## src/rtl/clk_tick_monitor.sv

```systemverilog
// Divided-clock consumer: synchronizes a slow clock, emits one-cycle ticks,
// measures the period and flags fast/stalled clocks. Optional: CLK_MON_GLITCH_FILTER_EN.
module clk_tick_monitor #(
  parameter int CNT_W       = 20,
  parameter int PERIOD_MIN  = 523264,
  parameter int PERIOD_MAX  = 525312,
  parameter int SYNC_STAGES = 2
) (
  input  logic             clk100mhz,
  input  logic             rst_n,
  input  logic             slow_clk_in,
  input  logic             clr_fault,
  output logic             tick,
  output logic [CNT_W-1:0] period,
  output logic             period_valid,
  output logic             fault,
  output logic [1:0]       fault_code,
  output logic [1:0]       state
);

  typedef enum logic [1:0] {
    S_IDLE  = 2'b00,
    S_ACQ   = 2'b01,
    S_LOCK  = 2'b10,
    S_FAULT = 2'b11
  } state_t;

  localparam logic [1:0]       C_NONE = 2'b00;
  localparam logic [1:0]       C_FAST = 2'b01;
  localparam logic [1:0]       C_SLOW = 2'b10;
  localparam logic [CNT_W:0]   MIN_W  = (CNT_W+1)'(PERIOD_MIN);
  localparam logic [CNT_W:0]   MAX_W  = (CNT_W+1)'(PERIOD_MAX);
  localparam logic [CNT_W-1:0] TMO    = CNT_W'(PERIOD_MAX);

  logic [SYNC_STAGES-1:0] sync_q;
  logic                   sync_s;
  logic                   acc;

  state_t           state_q, state_d;
  logic [CNT_W-1:0] cnt_q, cnt_d;
  logic [CNT_W-1:0] period_q, period_d;
  logic             pvalid_q, pvalid_d;
  logic [1:0]       code_q, code_d;
  logic             tick_q;
  logic [CNT_W:0]   meas;
  logic [CNT_W-1:0] meas_sat;
  logic             timeout;

  always_ff @(posedge clk100mhz) begin
    if (!rst_n) sync_q <= '0;
    else        sync_q <= {sync_q[SYNC_STAGES-2:0], slow_clk_in};
  end

  assign sync_s = sync_q[SYNC_STAGES-1];

`ifdef CLK_MON_GLITCH_FILTER_EN
  // Count consecutive high samples; accept once the third high sample arrives.
  logic [1:0] hcnt_q;

  always_ff @(posedge clk100mhz) begin
    if (!rst_n)              hcnt_q <= '0;
    else if (!sync_s)        hcnt_q <= '0;
    else if (hcnt_q != 2'd3) hcnt_q <= hcnt_q + 2'd1;
  end

  assign acc = sync_s && (hcnt_q == 2'd2);
`else
  logic prev_q;

  always_ff @(posedge clk100mhz) begin
    if (!rst_n) prev_q <= 1'b0;
    else        prev_q <= sync_s;
  end

  assign acc = sync_s && !prev_q;
`endif

  // Extra bit so a saturated counter in FAULT cannot wrap the measurement.
  assign meas     = {1'b0, cnt_q} + (CNT_W+1)'(1);
  assign meas_sat = meas[CNT_W] ? '1 : meas[CNT_W-1:0];
  assign timeout  = (cnt_q == TMO);

  always_comb begin
    state_d  = state_q;
    code_d   = code_q;
    period_d = period_q;
    pvalid_d = pvalid_q;
    cnt_d    = (cnt_q == '1) ? cnt_q : cnt_q + CNT_W'(1);
    if (acc) cnt_d = '0;

    case (state_q)
      S_IDLE: begin
        if (acc) begin
          state_d = S_ACQ;
        end else if (timeout) begin
          state_d = S_FAULT;
          code_d  = C_SLOW;
        end
      end
      S_ACQ, S_LOCK: begin
        // An edge wins over a coincident timeout; it then measures PERIOD_MAX+1.
        if (acc) begin
          period_d = meas_sat;
          pvalid_d = 1'b1;
          if (meas < MIN_W) begin
            state_d = S_FAULT;
            code_d  = C_FAST;
          end else if (meas > MAX_W) begin
            state_d = S_FAULT;
            code_d  = C_SLOW;
          end else begin
            state_d = S_LOCK;
          end
        end else if (timeout) begin
          state_d = S_FAULT;
          code_d  = C_SLOW;
        end
      end
      S_FAULT: begin
        if (clr_fault) begin
          state_d = S_IDLE;
          code_d  = C_NONE;
          cnt_d   = '0;
        end else if (acc) begin
          period_d = meas_sat;
          pvalid_d = 1'b1;
        end
      end
      default: state_d = S_IDLE;
    endcase
  end

  always_ff @(posedge clk100mhz) begin
    if (!rst_n) begin
      state_q  <= S_IDLE;
      cnt_q    <= '0;
      period_q <= '0;
      pvalid_q <= 1'b0;
      code_q   <= C_NONE;
      tick_q   <= 1'b0;
    end else begin
      state_q  <= state_d;
      cnt_q    <= cnt_d;
      period_q <= period_d;
      pvalid_q <= pvalid_d;
      code_q   <= code_d;
      tick_q   <= acc;
    end
  end

  assign tick         = tick_q;
  assign period       = period_q;
  assign period_valid = pvalid_q;
  assign fault_code   = code_q;
  assign state        = state_q;
  assign fault        = (state_q == S_FAULT);

endmodule

```

## config.mk

```make
export PLATFORM = sky130hd
export DESIGN_NAME = clk_tick_monitor
export DESIGN_NICKNAME = d
export VERILOG_FILES = /design/src/rtl/clk_tick_monitor.sv
export SDC_FILE = /design/constraint.sdc
export NUM_CORES = 1
export LEC_CHECK = 0
export ABC_CLOCK_PERIOD_IN_PS = 5400
export CAP_MARGIN = 30
export CORE_ASPECT_RATIO = 0.6
export CORE_UTILIZATION = 50
export CTS_CLUSTER_SIZE = 24
export DETAILED_ROUTE_END_ITERATION = 16
export PLACE_DENSITY = 0.81
export SYNTH_ARGS = -nofsm -noshare
export SYNTH_HDL_FRONTEND = slang
export SYNTH_SLANG_ARGS = --single-unit
```

## constraint.sdc

```tcl
create_clock -name clk100mhz -period 5.4 [get_ports clk100mhz]
set_input_delay 0.81 -clock clk100mhz [delete_from_list [all_inputs] [get_ports clk100mhz]]
set_output_delay 0.81 -clock clk100mhz [all_outputs]
set_load 0.005 [all_outputs]
```

==> report_table.html <==
<table>
<tr><th>Metric</th><th>Value</th></tr>
<tr><th colspan="2">Run status</th></tr>
<tr><td>Status</td><td>finished, final reports clean</td></tr>
<tr><th colspan="2">Global routing</th></tr>
<tr><td>Number of antenna violations at the first check in global routing</td><td>0</td></tr>
<tr><td>Pin count of the biggest net entering global routing</td><td>36</td></tr>
<tr><td>Total overflow reported by the global router</td><td>0</td></tr>
<tr><td>Total track usage</td><td>25.4%</td></tr>
<tr><td>First-pass GRT wire length</td><td>10.5 mm</td></tr>
<tr><td>Vias in the first global route</td><td>1976</td></tr>
<tr><th colspan="2">Clock tree</th></tr>
<tr><td>Maximum clock insertion buffer count</td><td>2</td></tr>
<tr><td>Setup repair bufs after CTS</td><td>0</td></tr>
<tr><td>Number of hold buffers added after CTS</td><td>0</td></tr>
<tr><td>TritonCTS clock tree</td><td>yes</td></tr>
<tr><td>Clock latency on the worst-skew pair</td><td>0.30 ns</td></tr>
<tr><td>Total clock buffers created by CTS</td><td>5</td></tr>
<tr><td>Root cell of the clock tree</td><td>sky130_fd_sc_hd__clkbuf_8</td></tr>
<tr><td>Clock sink count</td><td>49</td></tr>
<tr><td>Level count of the clock H-tree</td><td>2</td></tr>
<tr><td>CTS clock-pin slew for the worst setup and hold paths</td><td>0.09 ns</td></tr>
<tr><td>Post-cts repair resize count</td><td>0</td></tr>
<tr><th colspan="2">Pwr</th></tr>
<tr><td>Leak</td><td>1.27 nW</td></tr>
<tr><td>Maximum VDD drop</td><td>0.258 mV</td></tr>
<tr><td>Cell area power density</td><td>231 nW/um^2</td></tr>
<tr><td>Total power consumption of the routed design</td><td>0.692 mW</td></tr>
<tr><th colspan="2">Detailed routing</th></tr>
<tr><td>Via count</td><td>2298</td></tr>
<tr><td>Initial DRC Count</td><td>288</td></tr>
<tr><td>Avg WL per Cell</td><td>16.5 um</td></tr>
<tr><td>Drt total wl</td><td>6.42 mm</td></tr>
<tr><td>DR pass1 iterations</td><td>5</td></tr>
<tr><td>Number of antenna-violating nets in the routed design</td><td>0</td></tr>
<tr><td>DR vias/cell</td><td>5.91</td></tr>
<tr><td>Remaining DRCs</td><td>0</td></tr>
<tr><th colspan="2">STA</th></tr>
<tr><td>Slew at the pin closest to its max-slew limit</td><td>1.05 ns</td></tr>
<tr><td>Minimum clock period</td><td>3.40 ns</td></tr>
<tr><td>Final hold violations</td><td>0</td></tr>
<tr><td>Max transition margin</td><td>29.9%</td></tr>
<tr><td>Setup total negative slack</td><td>0 ns</td></tr>
<tr><td>Unrepaired setup endpoints after global routing</td><td>no</td></tr>
<tr><td>Max Clock Freq</td><td>0.294 GHz</td></tr>
<tr><td>Setup skew after layout</td><td>0.00615 ns</td></tr>
<tr><td>Portion of the clock cycle consumed by the worst path in the final layout</td><td>63.1%</td></tr>
<tr><td>Hold slack final</td><td>0.440 ns</td></tr>
<tr><td>Count of endpoints failing setup in the final report</td><td>0</td></tr>
<tr><td>Number of max-slew violations in the final report</td><td>0</td></tr>
<tr><th colspan="2">Worst setup path</th></tr>
<tr><td>Setup CP Type</td><td>flop to flop</td></tr>
<tr><td>Depth of the worst register-to-register path</td><td>9</td></tr>
<tr><td>Critical path launch point type</td><td>flop</td></tr>
<tr><td>Largest delay share family, worst path</td><td>simple AND/OR/NAND/NOR gates</td></tr>
<tr><td>Ordered list of cells on the worst path</td><td>ha_1 &gt; and4_1 &gt; nand3_1 &gt; nor3_2 &gt; a21oi_1 &gt; nor4b_1 &gt; o21ai_2 &gt; a2111oi_1 &gt; nor4_1</td></tr>
<tr><td>Slowest Stage Delay on Critical Path</td><td>0.90 ns</td></tr>
<tr><td>Critical path origin</td><td>cnt_q[0]</td></tr>
<tr><td>RR Startpoint</td><td>cnt_q[0]</td></tr>
<tr><td>Required time at the worst-slack endpoint</td><td>5.60 ns</td></tr>
<tr><td>Data arrival time at the worst-slack endpoint</td><td>3.60 ns</td></tr>
<tr><td>Largest fanout on the critical path</td><td>18</td></tr>
<tr><td>Slack of the worst reg-to-reg path</td><td>2.00 ns</td></tr>
<tr><td>Capturing point of the worst reg2reg path</td><td>state[0]</td></tr>
<tr><td>Bufs and invs on worst path</td><td>0</td></tr>
<tr><td>CP endpoint kind</td><td>flop</td></tr>
<tr><td>Cell at the slowest stage of the critical path</td><td>sky130_fd_sc_hd__nor3_2</td></tr>
<tr><th colspan="2">Placed design</th></tr>
<tr><td>Routability congestion estimate</td><td>0.923</td></tr>
<tr><td>Count of buffers inserted at the top-level ports</td><td>30</td></tr>
<tr><td>HPWL after detailed placement</td><td>4.85 mm</td></tr>
<tr><th colspan="2">Synthesis</th></tr>
<tr><td>Total of warnings raised by yosys</td><td>0</td></tr>
<tr><td>Dominant combinational cell family by area after synthesis</td><td>simple AND/OR/NAND/NOR gates</td></tr>
<tr><td>Synthesized-area fraction occupied by ao, oa, aoi and oai cells</td><td>19.0%</td></tr>
<tr><td>Prevailing post-synth register cell</td><td>sky130_fd_sc_hd__dfxtp_1</td></tr>
<tr><td>Commonest cells in the synthesized netlist</td><td>sky130_fd_sc_hd__dfxtp_1, sky130_fd_sc_hd__nor2_1, sky130_fd_sc_hd__nand2_1</td></tr>
<tr><td>Net Count, Synth</td><td>315</td></tr>
<tr><td>Synth top area cells</td><td>sky130_fd_sc_hd__dfxtp_1, sky130_fd_sc_hd__nor2_1, sky130_fd_sc_hd__o211a_1, sky130_fd_sc_hd__nand2_1, sky130_fd_sc_hd__xnor2_1</td></tr>
<tr><td>Netlist area before placement</td><td>2580 sq um</td></tr>
<tr><td>Post-synthesis cell type count</td><td>53</td></tr>
<tr><td>Number of standard cells after synthesis</td><td>306</td></tr>
<tr><td>Post-synthesis cell type with the largest combined area</td><td>sky130_fd_sc_hd__dfxtp_1</td></tr>
<tr><td>Part of the Yosys area used for sequential elements</td><td>38.0%</td></tr>
<tr><td>Post-synthesis mux area share</td><td>1.55%</td></tr>
<tr><td>Async set-reset flop share out of synthesis</td><td>0%</td></tr>
<tr><td>Number of synthesized flops with an enable pin</td><td>0</td></tr>
<tr><td>Most common cell in the synthesized netlist</td><td>sky130_fd_sc_hd__dfxtp_1</td></tr>
<tr><td>Adder-Cell Fraction of Synth Area</td><td>2.42%</td></tr>
<tr><td>Xor and xnor fraction of the mapped netlist area</td><td>5.43%</td></tr>
<tr><td>Post-synthesis share of cell area spent on and, or, nand and nor gates</td><td>29.3%</td></tr>
<tr><td>Synth top area share</td><td>38.0%</td></tr>
<tr><td>Yosys reg bits</td><td>49</td></tr>
<tr><td>Avg Cell Area, Syn</td><td>8.44 sq um</td></tr>
<tr><th colspan="2">Hold path</th></tr>
<tr><td>HP Class</td><td>flop to flop</td></tr>
<tr><td>Instance count along the most critical hold path</td><td>1</td></tr>
<tr><td>Hold EP</td><td>tick</td></tr>
<tr><td>Hold_sp</td><td>prev_q</td></tr>
<tr><th colspan="2">Cells and area</th></tr>
<tr><td>Fraction of final layout cells sized beyond drive strength 1</td><td>5.83%</td></tr>
<tr><td>Final antenna diode count</td><td>0</td></tr>
<tr><td>Net total in the final layout</td><td>334</td></tr>
<tr><td>Finished Core Util</td><td>63.0%</td></tr>
<tr><td>Signed area change from the synthesized netlist to the final layout</td><td>16.0%</td></tr>
<tr><th colspan="2">Die</th></tr>
<tr><td>Vert. Die Dim</td><td>57.7 um</td></tr>
<tr><td>Initial cell density of the core</td><td>54.3%</td></tr>
<tr><td>Number of standard-cell rows in the floorplan</td><td>19</td></tr>
<tr><td>Core outline area</td><td>4750 sq um</td></tr>
<tr><td>Die X</td><td>94.8 um</td></tr>
<tr><td>Die ar.</td><td>5460 sq um</td></tr>
<tr><td>Ports placed on the boundary</td><td>31</td></tr>
<tr><th colspan="2">Flow run</th></tr>
<tr><td>Number of max-cap violations</td><td>0</td></tr>
</table>
how the worst max path moves through the flow:
stage                     to  cells after the start
floorplan           state[0]                     10
global placement    state[0]                      9
detailed placement  state[0]                      9
CTS                 state[0]                      9
global route        state[0]                      9
finish              state[0]                      9
layout by cell type (no fill, tap or decap), types with 2 or more instances in the layout:
master and instances:
sky130_fd_sc_hd__dfxtp_1 49, sky130_fd_sc_hd__nor2_1 44, sky130_fd_sc_hd__nand2_1 31, sky130_fd_sc_hd__clkdlybuf4s50_1 30, sky130_fd_sc_hd__o211a_1 16, sky130_fd_sc_hd__nand3_1 13
sky130_fd_sc_hd__a21oi_1 11, sky130_fd_sc_hd__o21ai_0 11, sky130_fd_sc_hd__xnor2_1 10, sky130_fd_sc_hd__inv_1 8, sky130_fd_sc_hd__nor3_1 8, sky130_fd_sc_hd__and2_1 7
sky130_fd_sc_hd__nand4_1 6, sky130_fd_sc_hd__and3_1 6, sky130_fd_sc_hd__xor2_1 6, sky130_fd_sc_hd__ha_1 5, sky130_fd_sc_hd__clkbuf_8 5, sky130_fd_sc_hd__mux2i_1 4
sky130_fd_sc_hd__nor2b_1 3, sky130_fd_sc_hd__nand4b_1 3, sky130_fd_sc_hd__a31oi_1 3, sky130_fd_sc_hd__nand2b_1 2, sky130_fd_sc_hd__or2_2 2, sky130_fd_sc_hd__nor4b_1 2
sky130_fd_sc_hd__and4_1 2, sky130_fd_sc_hd__nor4_1 2, sky130_fd_sc_hd__nand3b_1 2, sky130_fd_sc_hd__nor3_2 2, sky130_fd_sc_hd__or2b_1 2, sky130_fd_sc_hd__a2bb2oi_1 2
sky130_fd_sc_hd__o211ai_1 2, sky130_fd_sc_hd__a21o_1 2, sky130_fd_sc_hd__a311oi_1 2, sky130_fd_sc_hd__o21a_1 2, sky130_fd_sc_hd__inv_6 2
layer usage:
layer  track usage [%]  wire, um  vias to the layer above
li1                  -         -                     1125
met1              43.4      3370                     1040
met2              30.4      2290                      125
met3              6.69       711                        8
met4              4.55        44                        0
met5                 0         0                        -
cells by family (layout without fill, tap and decap cells):
group,after synthesis,in the layout
XOR/XNOR,16,16
AND/OR/NAND/NOR,144,144
AO/OA/AOI/OAI,62,62
adder cells (fa/ha/maj),5,5
flip-flops,49,49
multiplexers,4,4
buffers and inverters,26,46
registers in the layout (all words and copies together) (netlist names):
| signal | flops |
|---|---|
| fault_code | 2 |
| period | 20 |
| state | 2 |
| cnt_q | 20 |
| period_valid | 1 |
| tick | 1 |
| sync_q | 2 |
| prev_q | 1 |
metrics by stage:
stage	cell area (sq um)	cells	setup slack, ns
2_1_floorplan	2580	306	2.98
3_3_place_gp	2880	381	2.22
3_5_place_dp	2880	381	2.05
4_1_cts	2990	389	2.05
5_1_grt	2990	389	1.74
6_report	2990	389	2.00
area by class of cell:
| type | count | area (sq um) |
|---|---|---|
| fill | 416 | 1760 |
| clock inverter | 3 | 47.5 |
| inverter | 8 | 30.0 |
| tap | 63 | 78.8 |
| timing repair buffer | 30 | 300 |
| sequential | 49 | 981 |
| multi-input combinational | 231 | 1490 |
| clock buffer | 5 | 68.8 |
power breakdown:
| group | switching, mW | leakage (nW) | internal, mW | total (mW) |
|---|---|---|---|---|
| combinational | 0.0251 | 0.818 | 0.0232 | 0.0484 |
| sequential | 0.00736 | 0.396 | 0.368 | 0.376 |
| clock | 0.126 | 0.0591 | 0.141 | 0.268 |
Power figures use the tool's default switching activity.
